## src/rtl/common_params.sv

```systemverilog
// Shared parameters and types for the boot loader slice.
// Optional feature: define BOOT_CHECKSUM_EN to add the CHK state and the
// modulo-256 data byte checksum.
package common_params;

    localparam int ADDRIW     = 10;
    localparam int BITS       = 32;
    localparam int BOOT_LEN_W = 16;

    // Largest legal word count: one full I-MEM image.
    localparam logic [BOOT_LEN_W:0] MAX_WORDS = (BOOT_LEN_W+1)'(1 << ADDRIW);

    typedef enum logic [2:0] {
        LEN_LO = 3'd0,
        LEN_HI = 3'd1,
        DATA   = 3'd2,
`ifdef BOOT_CHECKSUM_EN
        CHK    = 3'd3,
`endif
        DONE   = 3'd4,
        ERR    = 3'd5
    } boot_state_t;

    // True when a requested load would overrun the instruction memory.
    function automatic logic len_too_big(input logic [BOOT_LEN_W-1:0] n);
        return ({1'b0, n} > MAX_WORDS);
    endfunction

endpackage

```

## src/rtl/boot_word_asm.sv

```systemverilog
// Byte-to-word accumulator for the boot loader.
// Bytes shift in from the top so the first byte ends up in bits 7:0.
// word_valid/word_out are combinational and describe the word completed by
// the byte accepted this cycle.
module boot_word_asm
    import common_params::*;
(
    input  logic            clk,
    input  logic            rst,
    input  logic            clear,
    input  logic            byte_valid,
    input  logic [7:0]      byte_in,
    output logic [BITS-1:0] word_out,
    output logic            word_valid
);

    logic [BITS-1:0] acc_q, acc_d;
    logic [1:0]      cnt_q, cnt_d;
    logic [BITS-1:0] shifted;

    // Shift the incoming byte in and count bytes; clear wins over a byte.
    always_comb begin
        shifted = {byte_in, acc_q[BITS-1:8]};
        acc_d   = acc_q;
        cnt_d   = cnt_q;
        if (clear) begin
            acc_d = '0;
            cnt_d = '0;
        end else if (byte_valid) begin
            acc_d = shifted;
            cnt_d = cnt_q + 2'd1;
        end
    end

    // Accumulator and byte counter registers.
    always_ff @(posedge clk or posedge rst) begin
        if (rst) begin
            acc_q <= '0;
            cnt_q <= '0;
        end else begin
            acc_q <= acc_d;
            cnt_q <= cnt_d;
        end
    end

    assign word_out   = shifted;
    assign word_valid = byte_valid && !clear && (cnt_q == 2'd3);

endmodule

```

## src/rtl/boot_ctrl.sv

```systemverilog
// Boot loader: receives a little-endian word count followed by instruction
// bytes and writes the assembled words into I-MEM from address 0.
// Optional feature: define BOOT_CHECKSUM_EN to require a trailing checksum
// byte equal to the modulo-256 sum of all data bytes.
module boot_ctrl
    import common_params::*;
(
    input  logic              clk,
    input  logic              rst,
    input  logic [7:0]        rx_data,
    input  logic              rx_valid,
    input  logic              boot_req,
    output logic [BITS-1:0]   wdata_data,
    output logic [ADDRIW-1:0] wdata_addr,
    output logic              we_boot,
    output logic              bootloading,
    output logic              boot_done,
    output logic              boot_err
);

    boot_state_t           state_q, state_d;
    logic [BOOT_LEN_W-1:0] len_q, len_d;
    logic [ADDRIW-1:0]     addr_q, addr_d;
    logic [BITS-1:0]       wdata_q, wdata_d;
    logic                  we_q, we_d;
    logic                  last_q, last_d;
    logic                  bootloading_q, bootloading_d;
    logic                  done_q, done_d;
    logic                  err_q, err_d;
`ifdef BOOT_CHECKSUM_EN
    logic [7:0]            sum_q, sum_d;
`endif

    logic                  asm_clear;
    logic                  data_accept;
    logic                  final_write;
    logic                  word_valid;
    logic [BITS-1:0]       word;
    logic [BOOT_LEN_W-1:0] len_full;
    logic [BOOT_LEN_W:0]   words_after;

    boot_word_asm u_word_asm (
        .clk        (clk),
        .rst        (rst),
        .clear      (asm_clear),
        .byte_valid (data_accept),
        .byte_in    (rx_data),
        .word_out   (word),
        .word_valid (word_valid)
    );

    // Next-state and datapath updates; the write pulse of the last word is
    // still issued in DATA and the load finishes when that pulse ends.
    always_comb begin
        state_d     = state_q;
        len_d       = len_q;
        addr_d      = addr_q;
        wdata_d     = wdata_q;
        we_d        = 1'b0;
        last_d      = last_q;
        asm_clear   = 1'b0;
`ifdef BOOT_CHECKSUM_EN
        sum_d       = sum_q;
`endif
        final_write = we_q && last_q;
        data_accept = rx_valid && (state_q == DATA) && !final_write;
        len_full    = {rx_data, len_q[7:0]};
        words_after = (BOOT_LEN_W+1)'(addr_q) + 1'b1;

        case (state_q)
            LEN_LO: begin
                if (rx_valid) begin
                    len_d   = {8'h00, rx_data};
                    state_d = LEN_HI;
                end
            end
            LEN_HI: begin
                if (rx_valid) begin
                    len_d  = len_full;
                    last_d = 1'b0;
                    if (len_full == '0) begin
`ifdef BOOT_CHECKSUM_EN
                        state_d = CHK;
`else
                        state_d = DONE;
`endif
                    end else if (len_too_big(len_full)) begin
                        state_d = ERR;
                    end else begin
                        state_d = DATA;
                    end
                end
            end
            DATA: begin
                if (we_q) begin
                    addr_d = addr_q + 1'b1;
                end
                if (word_valid) begin
                    wdata_d = word;
                    we_d    = 1'b1;
                    last_d  = (words_after == {1'b0, len_q});
                end
`ifdef BOOT_CHECKSUM_EN
                if (data_accept) begin
                    sum_d = sum_q + rx_data;
                end
                if (final_write) begin
                    if (rx_valid) begin
                        state_d = (rx_data == sum_q) ? DONE : ERR;
                    end else begin
                        state_d = CHK;
                    end
                end
`else
                if (final_write) begin
                    state_d = DONE;
                end
`endif
            end
`ifdef BOOT_CHECKSUM_EN
            CHK: begin
                if (rx_valid) begin
                    state_d = (rx_data == sum_q) ? DONE : ERR;
                end
            end
`endif
            DONE, ERR: begin
                if (boot_req) begin
                    state_d   = LEN_LO;
                    len_d     = '0;
                    addr_d    = '0;
                    last_d    = 1'b0;
                    asm_clear = 1'b1;
`ifdef BOOT_CHECKSUM_EN
                    sum_d     = '0;
`endif
                end
            end
            default: begin
                state_d = LEN_LO;
            end
        endcase

        bootloading_d = (state_d != DONE);
        done_d        = (state_d == DONE);
        err_d         = (state_d == ERR);
    end

    // State, datapath and registered status outputs.
    always_ff @(posedge clk or posedge rst) begin
        if (rst) begin
            state_q       <= LEN_LO;
            len_q         <= '0;
            addr_q        <= '0;
            wdata_q       <= '0;
            we_q          <= 1'b0;
            last_q        <= 1'b0;
            bootloading_q <= 1'b1;
            done_q        <= 1'b0;
            err_q         <= 1'b0;
        end else begin
            state_q       <= state_d;
            len_q         <= len_d;
            addr_q        <= addr_d;
            wdata_q       <= wdata_d;
            we_q          <= we_d;
            last_q        <= last_d;
            bootloading_q <= bootloading_d;
            done_q        <= done_d;
            err_q         <= err_d;
        end
    end

`ifdef BOOT_CHECKSUM_EN
    // Running modulo-256 sum of the data bytes of the current load.
    always_ff @(posedge clk or posedge rst) begin
        if (rst) begin
            sum_q <= '0;
        end else begin
            sum_q <= sum_d;
        end
    end
`endif

    assign wdata_data  = wdata_q;
    assign wdata_addr  = addr_q;
    assign we_boot     = we_q;
    assign bootloading = bootloading_q;
    assign boot_done   = done_q;
    assign boot_err    = err_q;

endmodule

```

## config.mk

```make
export PLATFORM = sky130hd
export DESIGN_NAME = boot_ctrl
export DESIGN_NICKNAME = d
export VERILOG_FILES = /design/src/rtl/common_params.sv /design/src/rtl/boot_word_asm.sv /design/src/rtl/boot_ctrl.sv
export SDC_FILE = /design/constraint.sdc
export NUM_CORES = 1
export LEC_CHECK = 0
export ABC_AREA = 1
export CAP_MARGIN = 0
export CELL_PAD_IN_SITES_DETAIL_PLACEMENT = 1
export CELL_PAD_IN_SITES_GLOBAL_PLACEMENT = 2
export CORE_MARGIN = 1.5
export CORE_UTILIZATION = 29
export CTS_BUF_LIST = sky130_fd_sc_hd__clkbuf_4 sky130_fd_sc_hd__clkbuf_8
export CTS_CLUSTER_DIAMETER = 50
export DETAILED_ROUTE_END_ITERATION = 10
export PLACE_DENSITY_LB_ADDON = 0.2
export REMOVE_ABC_BUFFERS = 1
export SLEW_MARGIN = 10
export SYNTH_ARGS = -nofsm -noshare
export SYNTH_HDL_FRONTEND = slang
export SYNTH_SLANG_ARGS = --single-unit
```

## constraint.sdc

```tcl
create_clock -name clk -period 3.2 [get_ports clk]
set_input_delay 0.32 -clock clk [delete_from_list [all_inputs] [get_ports clk]]
set_output_delay 0.32 -clock clk [all_outputs]
set_load 0.01 [all_outputs]
```

# Word level (Yosys, flattened, before mapping)
# Index checks and enable logic that the tools add are counted.
# classes
addsub	3
order_cmp	1
n_eq_ne	14
n_mux	26
bitwise	1
n_reduce_logical	20
# ops
op	n
two-way mux 32 bit	2
two-way mux 16 bit	3
one-hot mux 16 bit (3 select lines)	1
two-way mux 10 bit	2
one-hot mux 10 bit (2 select lines)	1
two-way mux 3 bit	6
equality test 11 x 16 -> 1 bit	1
> comparator 16 x 11 -> 1 bit (second input constant)	1
logical NOT 16 bit	1
equality test 3 bit (second input constant)	4
one-hot mux 3 bit (4 select lines)	1
AND reduction 4 bit	3
adder 10 x 1 -> 11 bit (second input constant)	1
adder 10 x 1 -> 10 bit (second input constant)	1
inequality test 2 bit (second input constant)	4
two-way mux 1 bit	7
nonzero test 2 bit	3
nonzero test 3 bit	2
logical AND 1 bit	5
two-way mux 2 bit	2
equality test 3 x 1 -> 1 bit (second input constant)	1
equality test 3 x 2 -> 1 bit (second input constant)	1
logical NOT 3 bit	1
inequality test 3 bit (second input constant)	1
9 further kinds	10
# word_totals
ff_bits	100
input_bits	12
out_inout_bits	46
word_cells	77

# Logic depth before layout (Yosys ltp)
# logic_depth
ltp_word	8
ltp_mapped	13
depth_no_buf	12

# Cells and area by module
# A second synthesis with hierarchy kept.
# hier_totals
hier_cells	525
area_unflattened_um2	4246.6
# modules_own_cells
mod	n_inst	cells_each	area_per_inst_um2	seq_area_each_um2
boot_ctrl	1	400	3115.5	1652.8
boot_word_asm	1	125	1131.1	650.6

# Least setup slack after synthesis
# Ideal clock, no wire load.
# synth_path
kind	reg-to-reg
start	reg addr_q[1] (netlist: wdata_addr[1])
end	reg last_q
setup_ns	0.116
t_arrival_ns	1.332
t_required_ns	3.084
slack_ns	1.752
stages_incl_launch_ff	13
n_path_buf	0
synth_period_minus_slack_ns	1.448
cell_sequence	dfrtp_1 -> ha_1 -> nand3_1 -> nor2_2 -> nand2_1 -> nand2_1 -> nand2_1 -> nor2_1 -> nor2_1 -> nand2_1 -> nor2_1 -> nand2_1 -> nand2_1
# synth_between
elab_chain_len	4
# synth_lines
element	line_no	rtl
start, declared	boot_ctrl.sv:23	logic [ADDRIW-1:0] addr_q, addr_d;
start signal, assigned	boot_ctrl.sv:164	addr_q <= addr_d;
adder 10 x 1 -> 11 bit	boot_ctrl.sv:68	words_after = (BOOT_LEN_W+1)'(addr_q) + 1'b1;
equality test 11 x 16 -> 1 bit	boot_ctrl.sv:101	last_d = (words_after == {1'b0, len_q});
two-way mux 1 bit	boot_ctrl.sv:98	if (word_valid) begin
one-hot mux 1 bit (3 select lines)	boot_ctrl.sv:70	case (state_q)
end signal, assigned	boot_ctrl.sv:167	last_q <= last_d;
end, declared	boot_ctrl.sv:26	logic last_q, last_d;
# No other way between the ends. The select of a mux whose other input is x is not followed.
# A chain may end at the register's enable or synchronous reset.

# Final worst setup path
# layout_path
start	reg addr_q[0] (netlist: wdata_addr[0])
end	reg last_q
# The elaborated chain is that of the path after synthesis.

==> impl_results.md <==
* R2R cell count at 9
* Clock Tree Buf Depth at 2
* Count of cells resized by post-cts repair at 0
* Hold_buf cts at 0
* Final Hold Viols at 0
* Total congestion overflow at 0
* Req. time, crit path at 3.51 ns
* Psw at around 1 mW
* Critical Path End Type: flop
* Core area at approximately 14000 sq um
* Worst reg2reg path startpoint: wdata_addr[0]$_DFFE_PP0P_
* Vias per Instance at 4.75
* RR Endpoint: last_q$_DFFE_PP0P_
* Setup crit end: last_q$_DFFE_PP0P_
* P_int at 1.84 mW
* Mapped Avg Cell Area at approximately 9.3 sq um
* Most used cell, CP: nand2_1
* Arrival @ worst endpoint at ~2.4 ns
* #FFs+latches synth at 92
* Seq pwr share at 47.6%
* Clock network power share at 27.6%
* Stages on worst setup path at 9
* Hold slack at 0.349 ns
* Root buffer cell: clkbuf_8
* Count leader, synth: dfrtp_1
* Placer congestion estimate at 0.764
* Die ar. at approximately 15000 sq um
* Mapped Area at around 4200 sq um
* Sequential-to-total area share from yosys stat at 55.0%
* Setup Buffers After CTS at 0
* Starting Density at 29.9%
* Critical path fanouts, max at 11
* ANT nets after route at 0
* Tot GR Track Use at between 10% and 20%
* Crit path cell chain: ha_1 -> nand4_1 -> o21ai_0 -> nand2_1 -> nand2_1 -> nand3_1 -> nor2_1 -> nand2_1 -> nand2_1
* Worst Max-Slew Pin Slew at about 0.7 ns
* Drt total wl at 10.8 mm
* Main area contributors after synthesis: dfrtp_1 54%, nand2_1 6.8%, inv_1 6.0%, o21ai_2 5.0%, o22ai_1 4.8%
* Post-synth top flop: dfrtp_1
* Synth-to-layout area growth at 21.3%
* Distinct cells, synth at 29
* Vias in the first global route at roughly 3300
* Drt wl/cell at ~16 um
* Clock tree sinks at 92
* Horiz. Die Dim at between 100 and 150 um
* First-pass detailed-route iteration total at 4
* CTS tree: built
* Max-slew violations at 0
* Critical Path Slowest Stage Cell: dfrtp_1
* Combinational share of power at 24.7%
* Maximum VDD drop at 257 uV
* First-pass GRT wire length at between 15 and 20 mm
* Post-synth top cells: 91 x dfrtp_1, 76 x nand2_1, 67 x inv_1
* H-tree Lvls at 3
* Layout cells sized above 1 at about 16%
* Pwr/cell area at roughly 560 nW/um^2
* CP Class: flop to flop
* Total negative slack at 0 ns
* N_diodes at 0
* Ys async rst share at between 90% and 100%
* Startpoint types: flop
* 1st-iter DRT viols at roughly 140
* Number of flops mapped to enable cells by yosys at 0
* Slew margin rel. at 52.0%
* Die height at 123 um
* Clk slew on worst S/H paths at ~0.1 ns
* CTS buffer count at 9
* Tcrit/Tclk final at between 60% and 70%
* Pin count of the biggest net entering global routing at between 50 and 60
* Status: finished clean
* Final setup fails at 0
* Leakage at roughly 2.3 nW
* Cells after Synth at between 400 and 500
* RSZ-0062 raised after global routing: false
* Highest clock rate at ~480 MHz
* DRC Markers at 0
* Total power at between 2 and 3 mW
* Max cap viols at 0
* Hold/Removal Path Class: input port to async pin
* Synth warn at 0
* CP top delay family: simple AND/OR/NAND/NOR gates
* Critical Path Start: wdata_addr[0]$_DFFE_PP0P_
* Total number of vias at between 3000 and 4000
* Synth area leader: dfrtp_1
* Detailed Place HPWL at about 7.6 mm
* CP peak stage delay at around 0.6 ns
* Port bufs at between 50 and 60
* Num ports at 58
* Yosys top cell area share at 54.4%
* Worst-Skew Late Latency at about 0.38 ns
* Tmin final at around 2.1 ns
* Sw Share at roughly a third
* Worst clock skew at 0.0118 ns
* Initial antenna violation count at 0
* Rows at between 40 and 50
* Register-to-Register Setup Slack at between 1 and 1.5 ns
* Worst Path Buf+Inv at 0
* Nets at 519
cells by family after synthesis:
group	Yosys count	share of synthesized area, %
adders and majority gates	2	0.598
DFF	92	55.0
AOI/OAI and AO/OA	94	14.6
and+or+nand+nor	175	20.2
buffers and inverters	87	9.51
layout by cell type, fill, tap and decap left out, types with 20 or more instances in the layout:
cell type and n:
clkdlybuf4s50_1 57, dfrtp_1 91, inv_1 66, nand2_1 76, nand2_2 21, nand3_1 38
nor2_1 20, o21ai_0 23, o21ai_2 24, o22ai_1 32
power by group through the flow:
stage	sequential [mW]	combinational (mW)	clock [mW]
after floorplan	1.37	0.449	0
after global placement	1.37	0.706	0
after detailed placement	1.37	0.713	0
after CTS	1.35	0.717	0.809
after global routing	1.36	0.799	0.848
final	1.35	0.699	0.782
worst reg2reg max path: cells and delay by family, from the launching register on:
| family | cells | cell delay (ns) |
|---|---|---|
| compound gates | 1 | 0.29 |
| fa+ha+maj | 1 | 0.33 |
| flops | 1 | 0.60 |
| simple gates | 7 | 0.80 |
routing by layer:
| metal | vias to the layer above | GRT usage [%] | share of wire [%] |
|---|---|---|---|
| met1 | 1647 | 21.8 | 50 |
| met4 | 0 | 5.60 | 1.4 |
| li1 | 1578 | - | - |
| met3 | 9 | 2.58 | 2.8 |
| met2 | 43 | 23.8 | 46 |
| met5 | - | 0 | 0 |
flip-flops by register name (all words and copies together), names as in the netlist:
signal,count
boot_done,1
boot_err,1
bootloading,1
last_q,1
len_q,16
state_q,3
u_word_asm.acc_q,24
u_word_asm.cnt_q,2
wdata_addr,10
wdata_data,32
we_boot,1
how the worst min path moves through the flow:
| stage | startpoint | to | slack [ns] | cells past startpoint |
|---|---|---|---|---|
| after global placement | wdata_data[28]$_DFFE_PP0P_ | wdata_data[28]$_DFFE_PP0P_ | 0.47 | 2 |
| after floorplan | rx_data[0] | len_q[0]$_DFFE_PP0P_ | 0.47 | 2 |
| after CTS | rst | wdata_data[2]$_DFFE_PP0P_ | 0.37 | 2 |
| final | rst | wdata_data[2]$_DFFE_PP0P_ | 0.35 | 2 |
| after global routing | rst | wdata_data[2]$_DFFE_PP0P_ | 0.40 | 2 |
| after detailed placement | wdata_data[26]$_DFFE_PP0P_ | wdata_data[26]$_DFFE_PP0P_ | 0.48 | 2 |
cell type report:
type                       instances  area [sq um]
sequential                        92          2300
tap                              180           225
timing repair buffer              60           606
clock buffer                      11           145
inverter                          71           268
fill                            1615          8910
clock inverter                     5          43.8
multi-input combinational        271          1480
through the flow:
step                instances  setup WS (ns)  util (%)  cell area [sq um]
finish                    690           1.13      36.3               5070
global route              690          0.960      36.3               5070
CTS                       690           1.12      36.3               5070
detailed placement        674          0.960      34.9               4890
global placement          674           1.03      34.9               4890
floorplan                 434          0.490         -               4050
No activity file was read; power rests on OpenSTA's default activity.
